$ cat src/rtl/a2d_load_intf_if.sv
// -----------------------------------------------------------------------------
// a2d_load_intf_if
// Bundles the request/status/result signals and the SPI pins of the round-robin
// A/D load interface.
//   master : the converter block itself (drives SPI pins, results, status)
//   slave  : the environment (issues nxt, drives MISO from the A/D chip)
// Signals:
//   nxt        1  request to start the next conversion
//   MISO       1  serial data from the A/D
//   SS_n       1  A/D slave select, active low
//   SCLK       1  serial clock, idles high
//   MOSI       1  serial data to the A/D
//   lft_load  12  latest channel-0 result
//   rght_load 12  latest channel-4 result
//   steer_pot 12  latest channel-5 result
//   batt      12  latest channel-6 result
//   busy       1  conversion in progress
//   cnv_cmplt  1  one-clock pulse when a result register updates
// -----------------------------------------------------------------------------
interface a2d_load_intf_if;
   logic        nxt;
   logic        MISO;
   logic        SS_n;
   logic        SCLK;
   logic        MOSI;
   logic [11:0] lft_load;
   logic [11:0] rght_load;
   logic [11:0] steer_pot;
   logic [11:0] batt;
   logic        busy;
   logic        cnv_cmplt;

   modport master (
      input  nxt, MISO,
      output SS_n, SCLK, MOSI,
      output lft_load, rght_load, steer_pot, batt,
      output busy, cnv_cmplt
   );

   modport slave (
      output nxt, MISO,
      input  SS_n, SCLK, MOSI,
      input  lft_load, rght_load, steer_pot, batt,
      input  busy, cnv_cmplt
   );
endinterface

$ cat src/rtl/a2d_load_intf.sv
// -----------------------------------------------------------------------------
// a2d_load_intf
// Round-robin SPI front end for the 8-channel 12-bit A/D converter. Each nxt
// request converts the next channel of the rotation 0 -> 4 -> 5 -> 6 -> 0 using
// a command transaction followed by a read transaction, and stores the 12-bit
// result in that channel's register.
// Ports:
//   clk  system clock
//   rst  asynchronous active-high reset
//   bus  a2d_load_intf_if.master (nxt, MISO in; SS_n, SCLK, MOSI, results,
//        busy, cnv_cmplt out)
// Parameter:
//   SCLK_DIV  clk cycles per SCLK period (even, >= 4)
// -----------------------------------------------------------------------------
module a2d_load_intf #(
   parameter int SCLK_DIV = 32
) (
   input logic              clk,
   input logic              rst,
   a2d_load_intf_if.master  bus
);

   localparam int              DW        = $clog2(SCLK_DIV) + 1;
   localparam logic [DW-1:0]   HALF_LAST = DW'(SCLK_DIV / 2 - 1);
   localparam logic [DW-1:0]   FULL_LAST = DW'(SCLK_DIV - 1);
   localparam logic [4:0]      NUM_BITS  = 5'd16;

   typedef enum logic [1:0] {
      IDLE = 2'd0,
      CMD  = 2'd1,
      GAP  = 2'd2,
      READ = 2'd3
   } state_t;

   state_t          state_q,   state_d;
   logic [1:0]      ptr_q,     ptr_d;
   logic [DW-1:0]   div_cnt_q, div_cnt_d;
   logic [4:0]      bit_cnt_q, bit_cnt_d;
   logic [15:0]     shift_q,   shift_d;
   logic            ss_n_q,    ss_n_d;
   logic            sclk_q,    sclk_d;
   logic            mosi_q,    mosi_d;
   logic            busy_q,    busy_d;
   logic            cmplt_q,   cmplt_d;
   logic [11:0]     res_q [4];
   logic [15:0]     cmd_word;

   // Rotation slot -> physical A/D channel.
   function automatic logic [2:0] ptr_to_chnnl(input logic [1:0] p);
      case (p)
         2'd0:    return 3'd0;
         2'd1:    return 3'd4;
         2'd2:    return 3'd5;
         default: return 3'd6;
      endcase
   endfunction

   assign cmd_word = {2'b00, ptr_to_chnnl(ptr_q), 11'h000};

   // Within a transaction the elapsed time since SS_n fell is
   // bit_cnt*SCLK_DIV + div_cnt: SCLK falls at mid-period, rises at period end.
   // MISO is captured into the LSB as SCLK rises (the shift happens on that
   // same clock), and MOSI is a separate flop reloaded from the shift MSB only
   // at SCLK falls, so MOSI never moves around a rising edge.
   always_comb begin
      state_d   = state_q;
      ptr_d     = ptr_q;
      div_cnt_d = div_cnt_q;
      bit_cnt_d = bit_cnt_q;
      shift_d   = shift_q;
      ss_n_d    = ss_n_q;
      sclk_d    = sclk_q;
      mosi_d    = mosi_q;
      busy_d    = busy_q;
      cmplt_d   = 1'b0;

      case (state_q)
         IDLE: begin
            if (bus.nxt) begin
               state_d   = CMD;
               busy_d    = 1'b1;
               ss_n_d    = 1'b0;
               sclk_d    = 1'b1;
               shift_d   = cmd_word;
               mosi_d    = cmd_word[15];
               div_cnt_d = '0;
               bit_cnt_d = '0;
            end
         end

         GAP: begin
            div_cnt_d = div_cnt_q + 1'b1;
            if (div_cnt_q == FULL_LAST) begin
               state_d   = READ;
               ss_n_d    = 1'b0;
               shift_d   = 16'h0000;
               mosi_d    = 1'b0;
               div_cnt_d = '0;
               bit_cnt_d = '0;
            end
         end

         CMD, READ: begin
            div_cnt_d = div_cnt_q + 1'b1;
            if (bit_cnt_q == NUM_BITS) begin
               // Back porch: half a period with SCLK high before SS_n rises.
               if (div_cnt_q == HALF_LAST) begin
                  ss_n_d    = 1'b1;
                  mosi_d    = 1'b0;
                  div_cnt_d = '0;
                  bit_cnt_d = '0;
                  if (state_q == CMD) begin
                     state_d = GAP;
                  end else begin
                     state_d = IDLE;
                     busy_d  = 1'b0;
                     cmplt_d = 1'b1;
                     ptr_d   = ptr_q + 1'b1;
                  end
               end
            end else if (div_cnt_q == HALF_LAST) begin
               sclk_d = 1'b0;
               mosi_d = shift_q[15];
            end else if (div_cnt_q == FULL_LAST) begin
               sclk_d    = 1'b1;
               div_cnt_d = '0;
               bit_cnt_d = bit_cnt_q + 1'b1;
               shift_d   = {shift_q[14:0], bus.MISO};
            end
         end

         default: state_d = IDLE;
      endcase
   end

   always_ff @(posedge clk or posedge rst) begin
      if (rst) begin
         state_q   <= IDLE;
         ptr_q     <= '0;
         div_cnt_q <= '0;
         bit_cnt_q <= '0;
         shift_q   <= '0;
         ss_n_q    <= 1'b1;
         sclk_q    <= 1'b1;
         mosi_q    <= 1'b0;
         busy_q    <= 1'b0;
         cmplt_q   <= 1'b0;
      end else begin
         state_q   <= state_d;
         ptr_q     <= ptr_d;
         div_cnt_q <= div_cnt_d;
         bit_cnt_q <= bit_cnt_d;
         shift_q   <= shift_d;
         ss_n_q    <= ss_n_d;
         sclk_q    <= sclk_d;
         mosi_q    <= mosi_d;
         busy_q    <= busy_d;
         cmplt_q   <= cmplt_d;
      end
   end

   // The shift register already holds the full READ word when SS_n rises, so
   // the selected result register loads on the completing clock itself.
   always_ff @(posedge clk or posedge rst) begin
      if (rst) begin
         for (int i = 0; i < 4; i++) begin
            res_q[i] <= '0;
         end
      end else if (cmplt_d) begin
         res_q[ptr_q] <= shift_q[11:0];
      end
   end

   assign bus.SS_n      = ss_n_q;
   assign bus.SCLK      = sclk_q;
   assign bus.MOSI      = mosi_q;
   assign bus.busy      = busy_q;
   assign bus.cnv_cmplt = cmplt_q;
   assign bus.lft_load  = res_q[0];
   assign bus.rght_load = res_q[1];
   assign bus.steer_pot = res_q[2];
   assign bus.batt      = res_q[3];

endmodule

$ cat src/flat_wrapper.sv
// flat-port wrapper written by rule: the top's interface ports become plain ports
module a2d_load_intf_flat 
#(
   parameter int SCLK_DIV = 32
)
  (clk, rst, bus_nxt, bus_MISO, bus_SS_n, bus_SCLK, bus_MOSI, bus_lft_load, bus_rght_load, bus_steer_pot, bus_batt, bus_busy, bus_cnv_cmplt);
  a2d_load_intf_if bus_i ();
  input logic clk;
  input logic rst;
  input wire logic [$bits(bus_i.nxt)-1:0] bus_nxt;
  input wire logic [$bits(bus_i.MISO)-1:0] bus_MISO;
  output wire logic [$bits(bus_i.SS_n)-1:0] bus_SS_n;
  output wire logic [$bits(bus_i.SCLK)-1:0] bus_SCLK;
  output wire logic [$bits(bus_i.MOSI)-1:0] bus_MOSI;
  output wire logic [$bits(bus_i.lft_load)-1:0] bus_lft_load;
  output wire logic [$bits(bus_i.rght_load)-1:0] bus_rght_load;
  output wire logic [$bits(bus_i.steer_pot)-1:0] bus_steer_pot;
  output wire logic [$bits(bus_i.batt)-1:0] bus_batt;
  output wire logic [$bits(bus_i.busy)-1:0] bus_busy;
  output wire logic [$bits(bus_i.cnv_cmplt)-1:0] bus_cnv_cmplt;
  assign bus_i.nxt = bus_nxt;
  assign bus_i.MISO = bus_MISO;
  assign bus_SS_n = bus_i.SS_n;
  assign bus_SCLK = bus_i.SCLK;
  assign bus_MOSI = bus_i.MOSI;
  assign bus_lft_load = bus_i.lft_load;
  assign bus_rght_load = bus_i.rght_load;
  assign bus_steer_pot = bus_i.steer_pot;
  assign bus_batt = bus_i.batt;
  assign bus_busy = bus_i.busy;
  assign bus_cnv_cmplt = bus_i.cnv_cmplt;
  a2d_load_intf #(.SCLK_DIV(SCLK_DIV)) u_core (.clk(clk), .rst(rst), .bus(bus_i));
endmodule
$ cat config.mk
export PLATFORM = sky130hd
export DESIGN_NAME = a2d_load_intf_flat
export DESIGN_NICKNAME = d
export VERILOG_FILES = /design/src/rtl/a2d_load_intf_if.sv /design/src/rtl/a2d_load_intf.sv /design/src/flat_wrapper.sv
export SDC_FILE = /design/constraint.sdc
export NUM_CORES = 1
export LEC_CHECK = 0
export CAP_MARGIN = 20
export CORE_ASPECT_RATIO = 1.75
export CORE_MARGIN = 4
export CORE_UTILIZATION = 57
export DETAILED_ROUTE_END_ITERATION = 7
export GPL_ROUTABILITY_DRIVEN = 0
export HOLD_SLACK_MARGIN = 0.12
export PLACE_DENSITY = 0.84
export SETUP_SLACK_MARGIN = 0.3
export SKIP_LAST_GASP = 1
export SYNTH_ARGS = -nofsm -noshare
export SYNTH_HDL_FRONTEND = slang
export SYNTH_SLANG_ARGS = --single-unit
$ cat constraint.sdc
create_clock -name clk -period 4.65 [get_ports clk]
set_input_delay 0.6975 -clock clk [delete_from_list [all_inputs] [get_ports clk]]
set_output_delay 0.6975 -clock clk [all_outputs]
set_load 0.03 [all_outputs]
==> metrics.txt <==
clock slew at reported path FFs approximately 0.080 ns; number of pins exceeding their max-slew limit in the final report 0; average wire per standard cell ~18 µm; global-route wire length before repair roughly 13000 µm; x dimension of the die slightly below 70 µm; total buffers and inverters traversed by the critical path 1; count of maximum capacitance violations 0; 1st-pass router iterations 4; most used cells in the layout excluding fill and tap cells sky130_fd_sc_hd__dfrtp_1, sky130_fd_sc_hd__clkdlybuf4s50_1, sky130_fd_sc_hd__mux2_2; worst-path fanout max 16; warnings from Yosys 0; number of antenna violations at the first check in global routing 0; cell count after placement 399; post-DP HPWL ~5200 µm; power per unit of standard cell area 294 nW/µm²; Resize count post-CTS 0; Critical Path RT just under 5 ns; number of flops mapped to enable cells by yosys 0; final standard cell count with taps included and fillers excluded between 400 and 500; relative slew slack 0.405; cell types occupying the most area after synthesis sky130_fd_sc_hd__dfrtp_1, sky130_fd_sc_hd__mux2_2, sky130_fd_sc_hd__ha_1; GRT Resource Usage Total 0.218; antenna viol nets, final 0; maximum cell stage delay along the critical path about 0.77 ns; number of buffers added by the clock tree synthesis step 9; total routed wirelength approximately 7500 µm; vias in the first global route 2598; sinks on the clock net 84; number of distinct standard cells referenced by the synthesized netlist 46; final period demand of the worst path 2.70 ns; Crit path max-delay family simple AND/OR/NAND/NOR gates; Die Height about 110 µm; Mapped Nets 290; synthesized cell area between 3000 and 4000 µm²; register bit total from synthesis 84; DRC viols 0; hold violation total from the final report 0; Critical Path Slowest Stage Cell sky130_fd_sc_hd__nor4bb_1; cell count after synthesis 273; worst-case clock buffer depth 2; Peak VDD IR ~0.00027 V; top-area cell type share of the netlist area 0.561; post-route fraction of the period consumed by the critical path 0.580; Synth-to-Final Area Change 22.1%; leading area contributor after synthesis sky130_fd_sc_hd__dfrtp_1; # H-tree levels 3; number of antenna cells inserted 0; cell leakage power between 0.002 and 0.0025 µW; Tightest Pin Transition about 0.9 ns; share of final-layout standard cells stronger than drive strength 1 0.233; effective utilization at floorplan 0.587; Die Area between 7000 and 8000 µm²; count of buffers inserted at the top-level ports 56; outcome finished, final reports clean; max frequency 0.370 GHz; type of origin of the critical path flip-flop; number of hold buffers added after CTS 0; post-synthesis sequential area ratio 0.576; RSZ-0062 raised after global routing false; # Post-CTS Setup Buffers 0; share of synthesized registers carrying an async set or reset 1.00; crit-path cells inv_1 -> ha_1 -> nor4bb_1 -> o31ai_1 -> nand3_1 -> mux2_2; data arrival time of the critical path around 2.9 ns; worst clock skew between 0.01 and 0.015 ns; Final setup violation count 0; worst setup path class reg -> reg; area of the core region about 6200 µm²; global-route congestion overflow total 0; via total after detailed routing between 2k and 2.5k; vias per inst roughly 5.7; Worst-Skew Late Latency ~0.35 ns; pin count of the biggest net entering global routing 50; CP endpoint kind flip-flop; Boundary Pins 57; Hold Path Class reg -> reg; CTS tree yes; Post-Synthesis Mean Instance Area 13.4 µm²; cell chosen for the clock root sky130_fd_sc_hd__clkbuf_8; WHS 0.491 ns; floorplan row count 38; commonest non-fill, non-tap cell in the layout sky130_fd_sc_hd__dfrtp_1; Final nets approximately 350; top flip-flop cell by instance count after synthesis sky130_fd_sc_hd__dfrtp_1; setup TNS 0 ns; drt first-iter violations roughly 160; Fillers between 400 and 500
==> synthesized netlist by cell type (2+ instances only) <==
cell type                  count
sky130_fd_sc_hd__xnor2_1       2
sky130_fd_sc_hd__buf_6         5
sky130_fd_sc_hd__nand3_1       3
sky130_fd_sc_hd__or2_2         2
sky130_fd_sc_hd__dfrtp_1      82
sky130_fd_sc_hd__o41ai_1       2
sky130_fd_sc_hd__o211ai_1      2
sky130_fd_sc_hd__inv_1        10
sky130_fd_sc_hd__a21oi_1       3
sky130_fd_sc_hd__a31oi_1       7
sky130_fd_sc_hd__or3_1         3
sky130_fd_sc_hd__dfstp_2       2
sky130_fd_sc_hd__o21ai_0       9
sky130_fd_sc_hd__nand2_1      17
sky130_fd_sc_hd__clkbuf_1      6
sky130_fd_sc_hd__and3_1        3
sky130_fd_sc_hd__ha_1         13
sky130_fd_sc_hd__nand2b_1      4
sky130_fd_sc_hd__nor3_1        3
sky130_fd_sc_hd__a22o_1       14
sky130_fd_sc_hd__mux2_2       53
sky130_fd_sc_hd__nor2_1        4
==> worst paths after layout <==
kind                                     startpoint                      to  slack [ns]  cells after the start
worst min-delay path                u_core.bus.MOSI         u_core.bus.MOSI        0.49                      1
max in group asynchronous                       rst  u_core.bus.lft_load[6]        2.92                      3
min in group asynchronous                       rst       u_core.state_q[0]        0.80                      2
worst max register to register  u_core.bit_cnt_q[0]      u_core.shift_q[13]        1.95                      6
worst max-delay path            u_core.bit_cnt_q[0]      u_core.shift_q[13]        1.95                      6
worst min register to register      u_core.bus.MOSI         u_core.bus.MOSI        0.49                      1
==> cells by family after synthesis <==
group           share of synthesized area
flops                               0.576
mux                                 0.166
simple gates                       0.0825
compound gates                     0.0945
buf+inv                            0.0318
fa+ha+maj                          0.0445
xor+xnor                          0.00479
==> routing by layer <==
layer,up-vias,track usage,wire [µm]
met3,16,0.0611,340
met1,1210,0.257,2920
met2,48,0.357,4030
li1,1108,-,-
met4,0,0.101,189
met5,-,0,0
==> state kept, by name, summed over array words and instances (netlist names) <==
register,flops
u_core.bit_cnt_q,5
u_core.bus.MOSI,1
u_core.bus.SCLK,1
u_core.bus.SS_n,1
u_core.bus.batt,12
u_core.bus.busy,1
u_core.bus.cnv_cmplt,1
u_core.bus.lft_load,12
u_core.bus.rght_load,12
u_core.bus.steer_pot,12
u_core.div_cnt_q,6
u_core.ptr_q,2
u_core.shift_q,16
u_core.state_q,2
==> cell type report <==
class	instances	area, µm²	area share
Multi-Input combinational cell	168	1430	0.321
Clock inverter	5	75.1	0.0168
Sequential cell	84	2100	0.472
Tap cell	80	100	0.0224
Inverter	10	38.8	0.00869
Timing Repair Buffer	57	568	0.127
Clock buffer	11	141	0.0317
==> stage by stage <==
stage	util	cell area (µm²)	power, µW	setup slack [ns]
2_1_floorplan	-	3650	758	1.79
3_3_place_gp	0.682	4250	765	1.94
3_5_place_dp	0.682	4250	766	1.87
4_1_cts	0.716	4460	1320	1.98
5_1_grt	0.716	4460	1360	1.84
6_report	0.716	4460	1310	1.95
==> power by group <==
group	internal, µW	switching, µW	total, µW
Combinational	3.66	14.1	17.7
Sequential	731	1.60	732
Clock	315	245	560
Total	1050	261	1310
==> worst reg2reg max path, delay by kind of cell, from the launching register on <==
family | cells | cell delay (ns)
AO/OA/AOI/OAI | 1 | 0.23
adder cells (fa/ha/maj) | 1 | 0.18
buffers and inverters | 1 | 0.10
flip-flops | 1 | 0.40
multiplexers | 1 | 0.41
AND/OR/NAND/NOR | 2 | 1.27
(Power assumes the default switching activity.)
